[src/rtl/pid_pkg.sv]
// Shared defaults and FSM encoding for the PID actuator output stage.
// Latency: n/a (types only).
// Backpressure: n/a.
package pid_pkg;

  localparam int UK_W_DEF  = 15;
  localparam int CNT_W_DEF = 10;

  typedef enum logic [1:0] {
    ST_IDLE = 2'd0,
    ST_RUN  = 2'd1,
    ST_DEAD = 2'd2
  } pwm_state_t;

endpackage

[src/rtl/pid_duty_conv.sv]
// Signed controller sample -> clamped sign/magnitude duty {duty, dir, sat}.
// Latency: combinational.
// Backpressure: none; pure function of uk.
module pid_duty_conv #(
  parameter int UK_W     = 15,
  parameter int CNT_W    = 10,
  parameter int DUTY_MAX = 950,
  parameter int SHIFT    = 0
) (
  input  logic [UK_W-1:0]  uk,
  output logic [CNT_W-1:0] duty,
  output logic             dir,
  output logic             sat
);

  // One extra bit so the clamp compare is unsigned and never truncates either side.
  localparam int CW = ((UK_W > CNT_W) ? UK_W : CNT_W) + 1;

  logic [UK_W-1:0] mag;
  logic [UK_W-1:0] mag_sh;
  logic [CW-1:0]   mag_ext;

  always_comb begin
    // Most-negative input maps to 2**(UK_W-1), which still fits UK_W unsigned bits.
    mag     = uk[UK_W-1] ? (~uk + UK_W'(1)) : uk;
    mag_sh  = mag >> SHIFT;
    mag_ext = CW'(mag_sh);
    dir     = uk[UK_W-1];
    if (mag_ext > CW'(DUTY_MAX)) begin
      duty = CNT_W'(DUTY_MAX);
      sat  = 1'b1;
    end else begin
      duty = CNT_W'(mag_sh);
      sat  = 1'b0;
    end
  end

endmodule

[src/rtl/pid_pwm_out.sv]
// Sign/magnitude PWM driver: double-buffered duty, period-aligned updates, dead time on reversal.
// Latency: sample at t applies from the first period start after t+1; all outputs registered.
// Backpressure: none; uk_valid is always accepted, last sample before a boundary wins.
module pid_pwm_out
  import pid_pkg::*;
#(
  parameter int UK_W     = UK_W_DEF,
  parameter int CNT_W    = CNT_W_DEF,
  parameter int PERIOD   = 1000,
  parameter int DUTY_MAX = 950,
  parameter int SHIFT    = 0,
  parameter int DEAD_CYC = 8
) (
  input  logic             clk,
  input  logic             rst_n,
  input  logic             en,
  input  logic [UK_W-1:0]  uk0,
  input  logic             uk_valid,
  output logic             pwm,
  output logic             dir,
  output logic [CNT_W-1:0] duty,
  output logic             sat,
  output logic             period_end
);

  localparam int               DEAD_W    = (DEAD_CYC > 1) ? $clog2(DEAD_CYC) : 1;
  localparam logic [CNT_W-1:0] CNT_LAST  = CNT_W'(PERIOD - 1);
  localparam logic [DEAD_W-1:0] DEAD_LAST = DEAD_W'(DEAD_CYC - 1);

  pwm_state_t        state_q, state_d;
  logic [CNT_W-1:0]  cnt_q, cnt_d;
  logic [DEAD_W-1:0] dead_q, dead_d;

  logic [CNT_W-1:0]  sh_duty;
  logic              sh_dir, sh_sat;

  logic [CNT_W-1:0]  c_duty;
  logic              c_dir, c_sat;

  logic [CNT_W-1:0]  ld_duty, duty_d;
  logic              ld_dir, ld_sat, dir_d, sat_d;
  logic              pwm_d, pe_d;

  pid_duty_conv #(
    .UK_W     (UK_W),
    .CNT_W    (CNT_W),
    .DUTY_MAX (DUTY_MAX),
    .SHIFT    (SHIFT)
  ) u_conv (
    .uk   (uk0),
    .duty (c_duty),
    .dir  (c_dir),
    .sat  (c_sat)
  );

  // A sample landing on the boundary cycle would miss the shadow, so take it directly.
  always_comb begin
    ld_duty = uk_valid ? c_duty : sh_duty;
    ld_dir  = uk_valid ? c_dir  : sh_dir;
    ld_sat  = uk_valid ? c_sat  : sh_sat;
  end

  always_comb begin
    state_d = state_q;
    cnt_d   = cnt_q;
    dead_d  = dead_q;
    duty_d  = duty;
    dir_d   = dir;
    sat_d   = sat;
    unique case (state_q)
      ST_IDLE: begin
        cnt_d  = '0;
        dead_d = '0;
        if (en) begin
          duty_d  = sh_duty;
          dir_d   = sh_dir;
          sat_d   = sh_sat;
          state_d = ST_RUN;
        end
      end
      ST_RUN: begin
        if (!en) begin
          state_d = ST_IDLE;
          cnt_d   = '0;
        end else if (cnt_q == CNT_LAST) begin
          cnt_d  = '0;
          duty_d = ld_duty;
          sat_d  = ld_sat;
          dead_d = '0;
          if (ld_dir != dir) state_d = ST_DEAD;
        end else begin
          cnt_d = cnt_q + CNT_W'(1);
        end
      end
      ST_DEAD: begin
        if (!en) begin
          state_d = ST_IDLE;
          cnt_d   = '0;
          dead_d  = '0;
        end else if (dead_q == DEAD_LAST) begin
          // Entry to DEAD only happens on a reversal, so the new direction is the inverse.
          dir_d   = ~dir;
          state_d = ST_RUN;
          cnt_d   = '0;
          dead_d  = '0;
        end else begin
          dead_d = dead_q + DEAD_W'(1);
        end
      end
      default: begin
        state_d = ST_IDLE;
        cnt_d   = '0;
        dead_d  = '0;
      end
    endcase
    // Outputs are computed from next-state so pwm/period_end line up with the cnt register.
    pwm_d = (state_d == ST_RUN) && (cnt_d < duty_d);
    pe_d  = (state_d == ST_RUN) && (cnt_d == CNT_LAST);
  end

  always_ff @(posedge clk or negedge rst_n) begin
    if (!rst_n) begin
      state_q    <= ST_IDLE;
      cnt_q      <= '0;
      dead_q     <= '0;
      duty       <= '0;
      dir        <= 1'b0;
      sat        <= 1'b0;
      pwm        <= 1'b0;
      period_end <= 1'b0;
      sh_duty    <= '0;
      sh_dir     <= 1'b0;
      sh_sat     <= 1'b0;
    end else begin
      state_q    <= state_d;
      cnt_q      <= cnt_d;
      dead_q     <= dead_d;
      duty       <= duty_d;
      dir        <= dir_d;
      sat        <= sat_d;
      pwm        <= pwm_d;
      period_end <= pe_d;
      if (uk_valid) begin
        sh_duty <= c_duty;
        sh_dir  <= c_dir;
        sh_sat  <= c_sat;
      end
    end
  end

endmodule

[config.mk]
export PLATFORM = sky130hd
export DESIGN_NAME = pid_pwm_out
export DESIGN_NICKNAME = d
export VERILOG_FILES = /design/src/rtl/pid_pkg.sv /design/src/rtl/pid_duty_conv.sv /design/src/rtl/pid_pwm_out.sv
export SDC_FILE = /design/constraint.sdc
export NUM_CORES = 1
export LEC_CHECK = 0
export ABC_CLOCK_PERIOD_IN_PS = 4700
export CORE_MARGIN = 2
export CORE_UTILIZATION = 55
export DETAILED_ROUTE_END_ITERATION = 7
export MAX_ROUTING_LAYER = met4
export PLACE_DENSITY = 0.89
export RECOVER_POWER = 25
export SLEW_MARGIN = 20
export SYNTH_ARGS = -nofsm -noshare
export SYNTH_HDL_FRONTEND = slang
export SYNTH_SLANG_ARGS = --single-unit
[constraint.sdc]
create_clock -name clk -period 4.7 [get_ports clk]
set_clock_uncertainty 0.05 [all_clocks]
set_input_delay 0.94 -clock clk [delete_from_list [all_inputs] [get_ports clk]]
set_output_delay 0.94 -clock clk [all_outputs]
set_load 0.01 [all_outputs]
# Word-level counts from Yosys, hierarchy flattened

Cells that the tools add are included.

Add/subtract/negate cells: 3
$lt $le $gt $ge: 2
Reduce and logical (&&, ||, !) cells: 8
Bitwise operators: 2
Equal/unequal tests: 12
Mux-type cells: 35

Operators with widths:

| cell                    | count |
|---|---|
| $mux W10                | 9 |
| $pmux W10 S2            | 2 |
| $eq A10 B10 Y1 const B  | 2 |
| $add A15 B1 Y15 const B | 1 |
| $gt A15 B10 Y1 const B  | 1 |
| $mux W15                | 1 |
| $not A15 Y15            | 1 |
| $mux W2                 | 6 |
| $mux W3                 | 4 |
| $add A10 B1 Y10 const B | 1 |
| $lt A10 B10 Y1          | 1 |
| $ne A2 B2 Y1 const B    | 5 |
| $mux W1                 | 9 |
| $reduce_and A4 Y1       | 2 |
| $pmux W2 S3             | 1 |
| $pmux W3 S2             | 1 |
| $eq A2 B1 Y1 const B    | 2 |
| $pmux W1 S2             | 2 |
| $reduce_bool A2 Y1      | 2 |
| $add A3 B1 Y3 const B   | 1 |
| $eq A3 B3 Y1 const B    | 1 |
| $eq A2 B2 Y1 const B    | 1 |
| $logic_and A1 B1 Y1     | 2 |
| $logic_not A2 Y1        | 1 |
| other kinds (3)         | 3 |

Output and inout port bits: 14
Flip-flop bits (word level): 41
Word-level logic and storage cells: 73

# Logic depth before layout (Yosys ltp)

Depth after elaboration: 11
Gate-level depth with buffers: 16
Gate-level depth less buffers: 15

# Modules after synthesis

Synthesis repeated with hierarchy kept, for this count alone.

Cells, all modules: 293
Area, all modules: 2777.7 um^2

Modules (own cells, without submodules):

| module        | times used | seq. area each (um^2) | area each (um^2) | cells an instance |
|---|---|---|---|---|
| pid_pwm_out   | 1          | 1026.0                | 2272.2           | 217 |
| pid_duty_conv | 1          | 0.0                   | 505.5            | 76 |

# Worst setup path after synthesis

No wires, ideal clock.

Kind: input-to-reg
From: input port uk0[2]
To: register pwm
Stages: 15
Arrival: 4.147 ns
Buffers on the path: 2
Library setup time: 0.082 ns
Setup slack: 0.421 ns
Required time: 4.568 ns
Cells stage by stage: buf_2 -> or4_4 -> buf_6 -> or4_4 -> a31oi_2 -> o21ai_2 -> a211o_4 -> o31a_1 -> ha_1 -> a21o_1 -> a21oi_1 -> o21ai_0 -> a31oi_1 -> nand3_1 -> a31oi_1

Word-level cells in the longest chain between the ends: 11

Ends and longest elaborated chain:

| item                    | line                | text |
|---|---|---|
| from (decl)             | pid_pwm_out.sv:17   | `input logic [UK_W-1:0] uk0,` |
| $not A15 Y15            | pid_duty_conv.sv:25 | `mag = uk[UK_W-1] ? (~uk + UK_W'(1)) : uk;` |
| $add A15 B1 Y15         | pid_duty_conv.sv:25 |  |
| $mux W15 (*)            | pid_duty_conv.sv:25 |  |
| $gt A15 B10 Y1          | pid_duty_conv.sv:29 | `if (mag_ext > CW'(DUTY_MAX)) begin` |
| $mux W10 (*)            | pid_duty_conv.sv:29 |  |
| $mux W10 (*)            | n/a                 |  |
| $mux W10 (*)            | pid_pwm_out.sv:85   | `end else if (cnt_q == CNT_LAST) begin` |
| $mux W10 (*)            | pid_pwm_out.sv:82   | `if (!en) begin` |
| $pmux W10 S2 (*)        | pid_pwm_out.sv:70   | `unique case (state_q)` |
| $lt A10 B10 Y1 (*)      | pid_pwm_out.sv:117  | `pwm_d = (state_d == ST_RUN) && (cnt_d < duty_d);` |
| $logic_and A1 B1 Y1 (*) | pid_pwm_out.sv:117  |  |
| named net pwm_d         | pid_pwm_out.sv:42   | `logic pwm_d, pe_d;` |
| to (signal assigned)    | pid_pwm_out.sv:141  | `pwm <= pwm_d;` |
| to (decl)               | pid_pwm_out.sv:19   | `output logic pwm,` |

Mark *: on every way through the listed nets, which the timed path passes. The rest lies on a longest branch.
A chain may end at the register's enable or synchronous reset.

# Worst setup path after layout

From: input port uk0[4]
To: register pwm

Same word-level chain as after synthesis.

==> flow_metrics.tcl <==
set metrics [dict create \
    status "finished with violations" \
    violations "max-capacitance violations, max-slew violations" \
    dp_hpwl_um 5884 \
    cts_tree "yes" \
    fillers 408 \
    final_cells 448 \
    synthCells 333 \
    min_from "sh_sat" \
    cpLargestDelayFamily "compound AO/OA/AOI/OAI gates" \
    worst_slew_pin_slew_ns 2.187 \
    cts.clk_slew.worst_paths_ns 0.08 \
    cts_sinks 41 \
    period_share 0.9669 \
    rsz0062_at_grt "false" \
    r2r-start "cnt_q[0]" \
    num_vias 2894 \
    ys.flop_type "dfrtp_1" \
    synth-seq-cells 41 \
    via_per_inst 6.460 \
    cp.arrival_ns 4.71 \
    drt-total-wl_um 7824 \
    rows 26 \
    wl_per_cell_um 17.46 \
    final_util 0.6995 \
    relSlewSlack -0.4581 \
    antenna_left 0 \
    drc 0 \
    maxCapViolations 1 \
    power-per-cell-area_nw_per_um2 362.7 \
    syn2layout_area_growth_pct 20.95 \
    r2r_setup_slack_ns 0.89 \
    critPathRequiredTime_ns 4.86 \
    multi_input_area_um2 1853 \
    cp_max_fo 7 \
    grt_max_degree 42 \
    crit_chain "clkdlybuf4s50_1 -> or4_4 -> or4_4 -> a31oi_4 -> o21ai_2 -> a211o_4 -> o31a_1 -> ha_1 -> a21o_1 -> a21oi_1 -> o21ai_0 -> a31oi_1 -> nand3_1 -> a31oi_1" \
    hold_buffers 0 \
    netlist_area_um2 3010 \
    start_util 0.5784 \
    first_pass_iters 5 \
    synth-async-reset-ratio 1.000 \
    groute.usage.overall 0.2748 \
    startpoint_type "input pin" \
    syn-num-nets 370 \
    antenna_cells 0 \
    endpoint_kind "register" \
    fin_ws_ns 0.1555 \
    htree_levels 2 \
    root_buffer "clkbuf_8" \
    ir_worst_vdd_mv 0.1856 \
    totalPowerFinal_mw 1.321 \
    first_global_vias 2765 \
    r2r_cells 14 \
    min_to "sh_sat" \
    fin_crit_ns 4.545 \
    die_h_um 77.98 \
    setup_viol 0 \
    reg2reg_to "pwm" \
    grt_overflow 0 \
    grt_pass1_wl_um 12930 \
    place_ws_ns -0.1393 \
    synth_cell_types 70 \
    pin_count 33 \
    slowest_delay_ns 0.59 \
    finalHoldViolations 0 \
    io_buffers 32 \
    crit_type "input pin to register" \
    synth-edff-count 0 \
    clock_latency_ns 0.30 \
    power.leakage_nw 1.510 \
    die-area_um2 6081 \
    hold_depth 2 \
    crit_slowest_cell "or4_4" \
    drive_gt1_frac 0.1349 \
    place.gp.congestion 0.9112 \
    antenna_found_initial 0 \
    seq_area_um2 1026 \
    synth_seq_area_share 0.3408 \
    max_freq_ghz 0.2200 \
    ys_warn_count 0 \
    fin_nets 414 \
    finalMaxSlewViolations 42 \
    clk_path_buf_depth 2 \
    cts_made_buffers 5 \
    crit_buf_inv 1 \
    synth_area_per_cell_um2 9.040 \
    drt_iter0_drc 241 \
    dp_cells 439 \
    startpoint "uk0[4]" \
    fp.dieW_um 77.98 \
    core-area_um2 5205 \
    hp-class "register to register" \
]
## worst max path at each step
stage,depth (start not counted),endpoint,slack [ns]
2_1_floorplan,15,pwm,0.42
3_3_place_gp,14,pwm,0.07
3_5_place_dp,14,pwm,-0.14
4_1_cts,14,pwm,0.17
5_1_grt,14,pwm,0.006
6_report,14,pwm,0.16
## per-layer routing
metal,vias to the layer above,routed length (um),track usage
li1,1356,-,-
met1,1378,3101,0.3170
met2,131,4046,0.4716
met3,29,431,0.05116
met4,0,244,0.1123
met5,-,0,-
## area by class of cell
| type | instances | share of cell area |
|---|---|---|
| repair buffers | 56 | 0.1357 |
| clock inverters | 2 | 0.01031 |
| well taps | 70 | 0.02405 |
| flip-flops and latches | 41 | 0.2818 |
| clock buffers | 6 | 0.02268 |
| multi-input cells | 257 | 0.5089 |
| inverters | 16 | 0.01649 |
## logic make-up (layout without fill, tap and decap cells)
| group | Yosys count | count (layout) | synth area share |
|---|---|---|---|
| buf+inv | 35 | 80 | 0.04655 |
| xor+xnor | 12 | 12 | 0.03492 |
| compound gates | 113 | 113 | 0.2955 |
| fa+ha+maj | 18 | 18 | 0.07481 |
| simple gates | 111 | 111 | 0.1953 |
| mux | 3 | 3 | 0.01205 |
| flops | 41 | 41 | 0.3408 |
## sequential cells by signal, indices dropped and copies added, names as in the netlist
signal      count
cnt_q          10
pwm             1
dead_q          3
sh_duty        10
sh_sat          1
period_end      1
sat             1
state_q         2
dir             1
sh_dir          1
duty           10
## where the power goes
| part | total [mW] | internal [mW] | switching (mW) |
|---|---|---|---|
| sequential | 0.451 | 0.406 | 0.0442 |
| clock | 0.303 | 0.173 | 0.130 |
| combinational | 0.567 | 0.268 | 0.299 |
| total | 1.32 | 0.847 | 0.474 |
## timing repair
| item | 4_1_cts | 5_1_grt |
|---|---|---|
| setup buffers | 0 | 1 |
| gates resized for setup | 0 | 1 |
| endpoints found under the setup margin | 0 | 1 |
## metrics by stage
step | instance area [um2] | hold slack (ns) | setup TNS [ns]
after floorplan | 3010 | 0.4116 | 0
after global placement | 3506 | 0.4267 | 0
after detailed placement | 3506 | 0.4364 | -0.1393
after CTS | 3626 | 0.4567 | 0
after global routing | 3641 | 0.4879 | 0
final | 3641 | 0.4566 | 0
## tightest hold or removal path: stages (launching register included)
cell     delay (ns)
dfrtp_1        0.36
nor2_1         0.04
nor2_1         0.07
## synthesized netlist by cell type (3+ instances only)
| cell | number | share of area |
|---|---|---|
| dfrtp_1 | 41 | 0.34 |
| nand2_1 | 24 | 0.030 |
| nor2_1 | 24 | 0.030 |
| ha_1 | 18 | 0.075 |
| clkbuf_1 | 17 | 0.021 |
| a21oi_1 | 15 | 0.025 |
| inv_1 | 15 | 0.019 |
| o31ai_1 | 12 | 0.030 |
| o21ai_1 | 11 | 0.018 |
| xor2_1 | 9 | 0.026 |
| a22oi_1 | 8 | 0.020 |
| and3_1 | 8 | 0.017 |
| nor3_1 | 8 | 0.013 |
| nand3_1 | 7 | 0.012 |
| a221o_1 | 5 | 0.017 |
| a221oi_1 | 5 | 0.015 |
| and2_1 | 5 | 0.010 |
| o21a_1 | 5 | 0.012 |
| or3_1 | 5 | 0.010 |
| a21o_1 | 4 | 0.010 |
| a31oi_1 | 4 | 0.0083 |
| nand4_1 | 4 | 0.0083 |
| nor2b_1 | 4 | 0.0083 |
| o21ai_0 | 4 | 0.0067 |
| or2_1 | 4 | 0.0083 |
| a31oi_2 | 3 | 0.012 |
| nand4b_1 | 3 | 0.0087 |
| nor4_1 | 3 | 0.0062 |
| o221a_1 | 3 | 0.011 |
| o22ai_1 | 3 | 0.0062 |
| o31a_1 | 3 | 0.0087 |
| xnor2_1 | 3 | 0.0087 |
## cells in the final DEF, fill, tap and decap left out, types with 5 or more instances in the layout
cell type and n:
clkbuf_8 6, and2_1 5, clkdlybuf4s50_1 31, ha_1 18, xor2_1 9, o21a_1 5, nor2_1 24, a22oi_1 8
and3_1 8, or3_1 5, o31ai_1 12, a21oi_1 15, buf_4 24, o21ai_1 11, nand2_1 24, nand3_1 7
inv_1 15, dfrtp_1 41, nor3_1 8, a221oi_1 5, a221o_1 5
Power figures use the tool's default switching activity.
